[config.mk]
export PLATFORM = sky130hd
export DESIGN_NAME = si5340_i2c_responder
export DESIGN_NICKNAME = d
export VERILOG_FILES = /design/src/rtl/cfg_pkg.sv /design/src/rtl/i2c_bus_sync.sv /design/src/rtl/si5340_i2c_responder.sv
export SDC_FILE = /design/constraint.sdc
export NUM_CORES = 1
export LEC_CHECK = 0
export ABC_AREA = 1
export CORE_MARGIN = 2
export CORE_UTILIZATION = 50
export DETAILED_ROUTE_END_ITERATION = 7
export PLACE_DENSITY = 0.75
export RECOVER_POWER = 100
export SLEW_MARGIN = 40
export SYNTH_ARGS = -nofsm -noshare
export SYNTH_HDL_FRONTEND = slang
export SYNTH_SLANG_ARGS = --single-unit
[constraint.sdc]
create_clock -name clk_i -period 2.8 [get_ports clk_i]
set_clock_uncertainty 0.05 [all_clocks]
set_input_delay 0.84 -clock clk_i [delete_from_list [all_inputs] [get_ports clk_i]]
set_output_delay 0.84 -clock clk_i [all_outputs]
set_load 0.03 [all_outputs]
[src/rtl/cfg_pkg.sv]
// Shared types and constants for the Si5340 I2C register-interface responder.
package cfg_pkg;

  localparam int         DATA_WIDTH = 8;
  localparam logic [6:0] SLAVE_ADDR = 7'b111_0100;
  localparam logic [7:0] PAGE_REG   = 8'h01;

  typedef enum logic [3:0] {
    ST_IDLE,
    ST_DEV_ADDR,
    ST_DEV_ACK,
    ST_REG_ADDR,
    ST_REG_ACK,
    ST_WR_DATA,
    ST_WR_ACK,
    ST_RD_DATA,
    ST_RD_ACK,
    ST_IGNORE
  } state_e;

  typedef enum logic {
    WRITE = 1'b0,
    READ  = 1'b1
  } r_w_e;

endpackage

[src/rtl/i2c_bus_sync.sv]
// Two-flop synchronizers for raw SCL/SDA plus one edge-detect stage that
// produces SCL edges and START/STOP bus conditions.
module i2c_bus_sync (
  input  logic clk,
  input  logic rst,
  input  logic scl,
  input  logic sda,
  output logic scl_rise,
  output logic scl_fall,
  output logic start_det,
  output logic stop_det,
  output logic sda_s
);

  logic scl_p0, scl_p1, scl_p2;
  logic sda_p0, sda_p1, sda_p2;

  // p0/p1 synchronize, p2 holds the previous synchronized level; idle bus is high
  always_ff @(posedge clk) begin
    if (rst) begin
      scl_p0 <= 1'b1;
      scl_p1 <= 1'b1;
      scl_p2 <= 1'b1;
      sda_p0 <= 1'b1;
      sda_p1 <= 1'b1;
      sda_p2 <= 1'b1;
    end else begin
      scl_p0 <= scl;
      scl_p1 <= scl_p0;
      scl_p2 <= scl_p1;
      sda_p0 <= sda;
      sda_p1 <= sda_p0;
      sda_p2 <= sda_p1;
    end
  end

  assign sda_s     = sda_p1;
  assign scl_rise  = scl_p1 & ~scl_p2;
  assign scl_fall  = ~scl_p1 & scl_p2;
  assign start_det = scl_p1 & scl_p2 & sda_p2 & ~sda_p1;
  assign stop_det  = scl_p1 & scl_p2 & ~sda_p2 & sda_p1;

endmodule

[src/rtl/si5340_i2c_responder.sv]
// I2C target emulating the Si5340 paged register interface at address 0x74.
// Define SI5340_I2C_READ_EN to include the read path; otherwise reads are NACKed.
module si5340_i2c_responder
  import cfg_pkg::*;
(
  input  logic                  clk_i,
  input  logic                  rst_i,
  input  logic                  scl_i,
  input  logic                  sda_i,
  output logic                  sda_oe_o,
  output logic                  wr_valid_o,
  output logic [15:0]           wr_addr_o,
  output logic [DATA_WIDTH-1:0] wr_data_o,
  output logic [15:0]           rd_addr_o,
  input  logic [DATA_WIDTH-1:0] rd_data_i,
  output logic                  busy_o
);

`ifdef SI5340_I2C_READ_EN
  localparam bit READ_EN = 1'b1;
`else
  localparam bit READ_EN = 1'b0;
`endif

  logic scl_rise, scl_fall, start_det, stop_det, sda_s;

  i2c_bus_sync u_sync (
    .clk       (clk_i),
    .rst       (rst_i),
    .scl       (scl_i),
    .sda       (sda_i),
    .scl_rise  (scl_rise),
    .scl_fall  (scl_fall),
    .start_det (start_det),
    .stop_det  (stop_det),
    .sda_s     (sda_s)
  );

  state_e                state, state_nxt;
  r_w_e                  rw;
  logic [2:0]            bit_cnt;
  logic [DATA_WIDTH-2:0] shift;
  logic [DATA_WIDTH-1:0] byte_in, page, reg_ptr, wr_data;
  logic [15:0]           wr_addr;
  logic                  wr_valid, sda_oe, busy, bit_last, addr_ok;

  assign byte_in  = {shift, sda_s};
  assign bit_last = (bit_cnt == 3'd7);
  assign addr_ok  = (byte_in[7:1] == SLAVE_ADDR) && ((byte_in[0] == 1'b0) || READ_EN);

  always_ff @(posedge clk_i) begin
    if (rst_i) state <= ST_IDLE;
    else       state <= state_nxt;
  end

  // ACK states hand over on the rising SCL of the 9th clock so a read byte's
  // MSB can be driven on the very next falling edge.
  always_comb begin
    state_nxt = state;
    if (stop_det) begin
      state_nxt = ST_IDLE;
    end else if (start_det) begin
      state_nxt = ST_DEV_ADDR;
    end else begin
      case (state)
        ST_DEV_ADDR: if (scl_rise && bit_last) state_nxt = addr_ok ? ST_DEV_ACK : ST_IGNORE;
        ST_DEV_ACK:  if (scl_rise) state_nxt = (rw == READ) ? ST_RD_DATA : ST_REG_ADDR;
        ST_REG_ADDR: if (scl_rise && bit_last) state_nxt = ST_REG_ACK;
        ST_REG_ACK:  if (scl_rise) state_nxt = ST_WR_DATA;
        ST_WR_DATA:  if (scl_rise && bit_last) state_nxt = ST_WR_ACK;
        ST_WR_ACK:   if (scl_rise) state_nxt = ST_WR_DATA;
`ifdef SI5340_I2C_READ_EN
        ST_RD_DATA:  if (scl_rise && bit_last) state_nxt = ST_RD_ACK;
        ST_RD_ACK:   if (scl_rise) state_nxt = sda_s ? ST_IGNORE : ST_RD_DATA;
`endif
        default: ;
      endcase
    end
  end

`ifdef SI5340_I2C_READ_EN
  logic [15:0]           rd_addr;
  logic [DATA_WIDTH-1:0] tx;
  logic                  load_pend;
`endif

  always_ff @(posedge clk_i) begin
    if (rst_i) begin
      sda_oe   <= 1'b0;
      wr_valid <= 1'b0;
      wr_addr  <= '0;
      wr_data  <= '0;
      busy     <= 1'b0;
      page     <= '0;
      reg_ptr  <= '0;
      bit_cnt  <= '0;
      shift    <= '0;
      rw       <= WRITE;
`ifdef SI5340_I2C_READ_EN
      rd_addr   <= '0;
      tx        <= '0;
      load_pend <= 1'b0;
`endif
    end else begin
      wr_valid <= 1'b0;
`ifdef SI5340_I2C_READ_EN
      load_pend <= 1'b0;
      if (load_pend) tx <= rd_data_i;
`endif
      if (stop_det) begin
        sda_oe  <= 1'b0;
        busy    <= 1'b0;
        bit_cnt <= '0;
      end else if (start_det) begin
        sda_oe  <= 1'b0;
        bit_cnt <= '0;
      end else begin
        case (state)
          ST_DEV_ADDR, ST_REG_ADDR, ST_WR_DATA: begin
            if (scl_fall) sda_oe <= 1'b0;
            if (scl_rise) begin
              shift   <= byte_in[DATA_WIDTH-2:0];
              bit_cnt <= bit_cnt + 3'd1;
              if (bit_last && state == ST_DEV_ADDR) begin
                rw <= r_w_e'(byte_in[0]);
                if (addr_ok) busy <= 1'b1;
              end
              if (bit_last && state == ST_REG_ADDR) reg_ptr <= byte_in;
              if (bit_last && state == ST_WR_DATA) begin
                wr_valid <= 1'b1;
                wr_addr  <= {page, reg_ptr};
                wr_data  <= byte_in;
                if (reg_ptr == PAGE_REG) page <= byte_in;
                reg_ptr  <= reg_ptr + 8'd1;
              end
            end
          end
          ST_DEV_ACK, ST_REG_ACK, ST_WR_ACK: begin
            if (scl_fall) sda_oe <= 1'b1;
            if (scl_rise) bit_cnt <= '0;
`ifdef SI5340_I2C_READ_EN
            if (scl_rise && state == ST_DEV_ACK && rw == READ) begin
              rd_addr   <= {page, reg_ptr};
              load_pend <= 1'b1;
            end
`endif
          end
`ifdef SI5340_I2C_READ_EN
          ST_RD_DATA: begin
            if (scl_fall) begin
              sda_oe <= ~tx[7];
              tx     <= {tx[6:0], 1'b0};
            end
            if (scl_rise) bit_cnt <= bit_cnt + 3'd1;
          end
          ST_RD_ACK: begin
            if (scl_fall) sda_oe <= 1'b0;
            if (scl_rise && !sda_s) begin
              reg_ptr   <= reg_ptr + 8'd1;
              rd_addr   <= {page, reg_ptr + 8'd1};
              load_pend <= 1'b1;
              bit_cnt   <= '0;
            end
          end
`endif
          default: sda_oe <= 1'b0;
        endcase
      end
    end
  end

  assign sda_oe_o   = sda_oe;
  assign wr_valid_o = wr_valid;
  assign wr_addr_o  = wr_addr;
  assign wr_data_o  = wr_data;
  assign busy_o     = busy;

`ifdef SI5340_I2C_READ_EN
  assign rd_addr_o = rd_addr;
`else
  logic unused_rd;
  assign unused_rd = ^rd_data_i;
  assign rd_addr_o = '0;
`endif

endmodule

==> results of run 1 <==
-- worst max-delay path by stage --
stage	end	slack, ns
2_1_floorplan	page[1]	0.94
3_3_place_gp	sda_oe_o	0.38
4_1_cts	wr_addr_o[0]	0.52
5_1_grt	page[0]	0.25
3_5_place_dp	bit_cnt[0]	0.39
6_report	page[0]	0.45
-- cells by family after synthesis --
logic type	synth area share
buffers and inverters	0.1107
and+or+nand+nor	0.2918
AOI/OAI and AO/OA	0.1450
DFF	0.4343
adders and majority gates	0.01696
other	0.001271
-- per-stage QoR --
step | setup WS (ns) | power, mW | hold slack [ns] | cells | util
after CTS | 0.5181 | 1.714 | 0.3612 | 507 | 0.6080
after global routing | 0.2475 | 1.766 | 0.3926 | 507 | 0.6006
final | 0.4528 | 1.696 | 0.3614 | 507 | 0.6006
after floorplan | 0.9379 | 1.024 | 0.3395 | 415 | -
after detailed placement | 0.3901 | 1.023 | 0.3454 | 491 | 0.5772
after global placement | 0.3805 | 1.022 | 0.3413 | 491 | 0.5772
-- cell type report --
| type | count | area share |
|---|---|---|
| timing repair buffer | 34 | 0.09844 |
| tap | 72 | 0.02675 |
| clock inverter | 5 | 0.009287 |
| multi-input combinational | 288 | 0.4064 |
| inverter | 33 | 0.03678 |
| sequential | 64 | 0.3804 |
| clock buffer | 11 | 0.04198 |
-- critical path: stages, from the launching register on --
cell and delay (ns):
dfxtp_1 0.37, ha_1 0.16, ha_1 0.23, inv_1 0.08, nor2_1 0.35, nand2_1 0.34, nor3_2 0.52, nor2_1 0.08
nor2_1 0.11
-- synth_stat cells --
cell type,number
or2_2,5
nor3_4,1
nand2_1,66
inv_1,28
nand2_4,4
dfxtp_1,64
a21oi_1,32
nor3_1,4
nor2_2,4
a211oi_1,1
buf_4,19
buf_6,2
nand2_2,2
nor2_1,67
nor2_8,2
clkbuf_1,6
o211ai_1,1
ha_1,4
o21ai_0,49
nand4_1,11
conb_1,1
clkinv_1,1
buf_2,3
nand3_1,16
o21a_1,1
nor2_4,2
inv_2,4
-- state kept, by name, summed over array words and instances, names as in the netlist, 3 cells and up --
signal,cells
wr_addr_o,16
page,8
reg_ptr,8
wr_data_o,8
shift,7
state,4
bit_cnt,3
-- cell usage in the layout, fill, tap and decap left out, types with 2 or more instances in the layout --
cell type         n
nor2_4            2
nand3_1          16
ha_1              4
clkbuf_8         10
clkinv_2          3
clkbuf_1          4
nor2_1           68
nand4_1          11
inv_1            28
dfxtp_1          64
nor3_1            4
dlygate4sd3_1    28
inv_2             4
a21oi_1          32
nand2_1          67
o21ai_0          49
clkdlybuf4s50_1   2
nor2_2            4
nand2_4           3
conb_1           16
nand2_2           2
or2_2             5
-- layer usage --
| layer | up-vias | part of all wire | GRT usage |
|---|---|---|---|
| li1 | 1327 | - | - |
| met1 | 1160 | 0.47 | 0.2647 |
| met2 | 72 | 0.46 | 0.3223 |
| met3 | 8 | 0.057 | 0.06000 |
| met4 | 0 | 0.016 | 0.07966 |
| met5 | - | 0 | 0 |
-- power groups by stage --
| stage | sequential (mW) | combinational [mW] | clock, mW |
|---|---|---|---|
| floorplan | 0.938 | 0.0853 | 0 |
| global placement | 0.940 | 0.0818 | 0 |
| detailed placement | 0.941 | 0.0823 | 0 |
| CTS | 0.920 | 0.0826 | 0.712 |
| global route | 0.920 | 0.0909 | 0.756 |
| finish | 0.920 | 0.0816 | 0.695 |
==> out/metrics.yaml, run 1 <==
status: "finished, final reports clean"
start_kind: "flop"
setup_tns_ns: 0
path_class: "reg2reg"
drcViolationCount: 0
synth.cell_area_um2: 2950
htree_levels: 3
routed_wl_mm: 6.029
cts-hold-fix-buffers: 0
drive_gt1_frac: 0.08736
via_count: 2567
yosysTopAreaCellShare: 0.4343
die_w_um: 80.82
cp-startpoint: "bit_cnt[0]"
design_area_um2: 3368
holdPathStages: 1
syn_avg_cell_area_um2: 7.376
yosysTopAreaCell: "dfxtp_1"
die_h_um: 80.82
cts.path.max_buffers: 2
final_antenna_net_count: 0
fin_crit_sh: 0.8383
globalplace.congestion: 0.8790
p_leak_nw: 1.535
cts_resized: 0
drt_iter0_drc: 166
min_from: "u_sync.sda_p0"
vias_per_cell: 5.063
dr.pass1.iters: 4
port_buffers: 30
cap_violations: 0
coreArea_um2: 5608
multi_input_area_um2: 1369
synth-seq-cells: 64
io_pins: 55
worstPathRequired_ns: 3.02
nets: 446
first_global_vias: 2347
overflow: 0
hpwl_mm: 4.348
ys_seq_area_frac: 0.4343
clkSinkCount: 64
synth.area.top_cells: "dfxtp_1 (43%), nor2_1 (8.5%), nand2_1 (8.4%), o21ai_0 (8.3%), a21oi_1 (5.4%)"
power.share.clock: 0.410
fillers: 548
grt_max_degree: 46
r2r-end: "page[0]"
grt_first_pass_wirelength_mm: 10.32
hold_path_class: "reg2reg"
power_density_nw_per_um2: 503.7
rsz0062_at_grt: "false"
power_frac_seq: 0.542
row_count: 27
p_sw_uw: 418.4
hold_viol_final: 0
slew_headroom: 0.6264
cts_buffers: 9
p_sw_frac: 0.2467
post_cts_buffers: 0
synth_warnings: 0
maxSlewViolCount: 0
antenna_found_initial: 0
hold_end: "u_sync.sda_s"
clockRootBuffer: "clkbuf_8"
regArea_um2: 1281
syn-instance-count: 400
peakVddDrop_uv: 397.3
timing.rr.start: "bit_cnt[0]"
cp_max_fo: 10
layout_min_cycle_time_ns: 2.347
setup_viol: 0
placed_area_um2: 3237
cp.arrival_ns: 2.57
initial_core_util: 0.5261
intPower_mw: 1.278
synth.distinct_cells: 27
die_area_um2: 6531
end_kind: "flop"
routedWlPerCell_um: 11.89
cts_tree: "built"
tightestPinTransition_ns: 0.5573
fmax_mhz: 426.0
synthToLayoutAreaGrowth_pct: 14.16
clk_pin_slew_ns: 0.07
combinationalPowerShare: 0.048
clock_latency_ns: 0.34
rr_worst_depth: 8
track_usage: 0.2046
antenna_cells: 0
rrSetupSlack_ns: 0.45
Note: power is estimated with default switching activity, not from simulation.
==> inputs of run 2 (changes only) <==
- CORE_UTILIZATION: 50 -> 47
- PLACE_DENSITY: 0.75 -> 0.74
- clock period: 2.8 -> 2 ns (I/O delays scaled with it)
==> run 2 against run 1 <==
Clock power grew 53%. Register-to-register slack lost 0.28 ns. Cell area shrank 0.33%. Largest cell class unchanged. Highest routed layer unchanged.
==> out/metrics.yaml, run 2 (synthesis gave the netlist of run 1 again) <==
total_power_mw: 2.463  # was 1.696 mW
multi_input_area_um2: 1378  # was 1369 um^2
track_usage: 0.1762  # was 0.2046
drive_gt1_frac: 0.1005  # was 0.08736
max_stage_delay_ns: 0.67  # was 0.52 ns
first_global_vias: 2172  # was 2347
cts_buffers: 9  # unchanged
layout_min_cycle_time_ns: 1.964
crit_path_end: "wr_valid_o"  # was page[0]
initial_core_util: 0.4925  # was 0.5261
hold_viol_final: 0  # unchanged
cp_max_fo: 1  # was 10
fin_crit_sh: 0.9821
cts.path.max_buffers: 2  # unchanged
die_w_um: 83.23  # was 80.82 um
cts_tree: "built"  # unchanged
io_pins: 55  # unchanged
post_cts_buffers: 0  # unchanged
row_count: 28  # was 27
grt_first_pass_wirelength_mm: 9.977  # was 10.32 mm
holdPathStages: 1  # unchanged
routedWlPerCell_um: 11.59  # was 11.89 um
overflow: 0  # unchanged
fin_cells: 513  # was 507
end_kind: "output pin"  # was flop
nets: 450  # was 446
maxSlewViolCount: 0  # unchanged
final_antenna_net_count: 0  # unchanged
cts_resized: 22  # was 0
rsz0062_at_grt: "false"  # unchanged
port_buffers: 30  # unchanged
cpLargestDelayFamily: "buffers and inverters"  # was simple AND/OR/NAND/NOR gates
cp-startpoint: "wr_valid_o"  # was bit_cnt[0]
cp_cell_sequence: "clkdlybuf4s50_1"  # was ha_1 -> ha_1 -> inv_1 -> nor2_1 -> nand2_1 -> nor3_2 -> nor2_1 -> nor2_1
tightestPinTransition_ns: 0.5235  # was 0.5573 ns
utilization: 0.5604  # was 0.6006
routed_wl_mm: 5.948  # was 6.029 mm
slew_headroom: 0.6497  # was 0.6264
grt_max_degree: 49  # was 46
cap_violations: 0  # unchanged
setup_viol: 0  # unchanged
crit_buf_inv: 1  # unchanged
drcViolationCount: 0  # unchanged
fmax_mhz: 509.1
hpwl_mm: 4.265  # was 4.348 mm
antenna_cells: 0  # unchanged
hold_path_class: "reg2reg"  # unchanged
clockRootBuffer: "clkbuf_8"  # unchanged
via_count: 2599  # was 2567
critPathSlowestCell: "clkdlybuf4s50_1"  # was nor3_2
antenna_found_initial: 0  # unchanged
p_leak_nw: 1.574  # was 1.535 nW
start_kind: "flop"  # unchanged
timing.rr.start: "state[0]"  # was bit_cnt[0]
rrSetupSlack_ns: 0.17  # was 0.45 ns
setup_tns_ns: 0  # unchanged
dp_cells: 498  # was 491
clk_pin_slew_ns: 0.07  # about the same
peakVddDrop_uv: 479.7  # was 397.3 uV
synthToLayoutAreaGrowth_pct: 13.78  # was 14.16%
clock_latency_ns: 0.34  # about the same
vias_per_cell: 5.066  # was 5.063
globalplace.congestion: 0.8874  # was 0.8790
mostFrequentLayoutCells: "nand2_1 (67), nor2_1 (67), dfxtp_1 (64)"  # was nor2_1 (68), nand2_1 (67), dfxtp_1 (64)
dr.pass1.iters: 4  # unchanged
coreArea_um2: 5991  # was 5608 um^2
die_h_um: 83.23  # was 80.82 um
largest_register_ffs: 16  # unchanged
path_class: "reg2out"  # was reg2reg
rr_worst_depth: 10  # was 8
drt_iter0_drc: 223  # was 166
cts-hold-fix-buffers: 0  # unchanged
clkSinkCount: 64  # unchanged
cp.arrival_ns: 1.31  # was 2.57 ns
r2r-end: "reg_ptr[5]"  # was page[0]
cp.depth: 1  # was 8
fillers: 582  # was 548
worstPathRequired_ns: 1.35  # was 3.02 ns
die_area_um2: 6927  # was 6531 um^2
regArea_um2: 1281  # unchanged
htree_levels: 3  # unchanged
power_density_nw_per_um2: 733.6  # was 503.7 nW/um^2
status: "finished, final reports clean"  # unchanged
## run 2: stage by stage
step | setup slack [ns] | hold slack (ns) | area, um^2
6_report | 0.03574 | 0.3675 | 3357
5_1_grt | 0.005072 | 0.3908 | 3357
4_1_cts | 0.0003775 | 0.3661 | 3441
3_5_place_dp | 0.1576 | 0.3475 | 3283
3_3_place_gp | 0.1742 | 0.3446 | 3283
2_1_floorplan | 0.3779 | 0.3395 | 3007
## run 2: final cells by class
class | count | share of cell area
Clock inverter | 6 | 0.01826
Sequential cell | 64 | 0.3817
Clock buffer | 9 | 0.03690
Tap cell | 75 | 0.02795
Inverter | 33 | 0.03690
Timing Repair Buffer | 38 | 0.08796
Multi-Input combinational cell | 288 | 0.4104
## run 2: report_power, final
part	switching, mW	total (mW)	internal [mW]
clock	0.498	1.06	0.563
sequential	0.00623	1.29	1.28
combinational	0.0876	0.114	0.0264
## run 2: per-layer routing
metal | part of all wire | global-route usage
met2 | 0.44 | 0.2610
met3 | 0.049 | 0.04871
met4 | 0.018 | 0.08048
met5 | 0 | 0
met1 | 0.49 | 0.2382
## run 2: worst min path at each step
stage                       start             to  slack [ns]
floorplan           u_sync.scl_p0  u_sync.scl_p1        0.34
CTS                 u_sync.sda_p0   u_sync.sda_s        0.37
detailed placement  u_sync.sda_p0   u_sync.sda_s        0.35
finish              u_sync.scl_p0  u_sync.scl_p1        0.37
global placement    u_sync.scl_p0  u_sync.scl_p1        0.34
global route        u_sync.scl_p0  u_sync.scl_p1        0.39
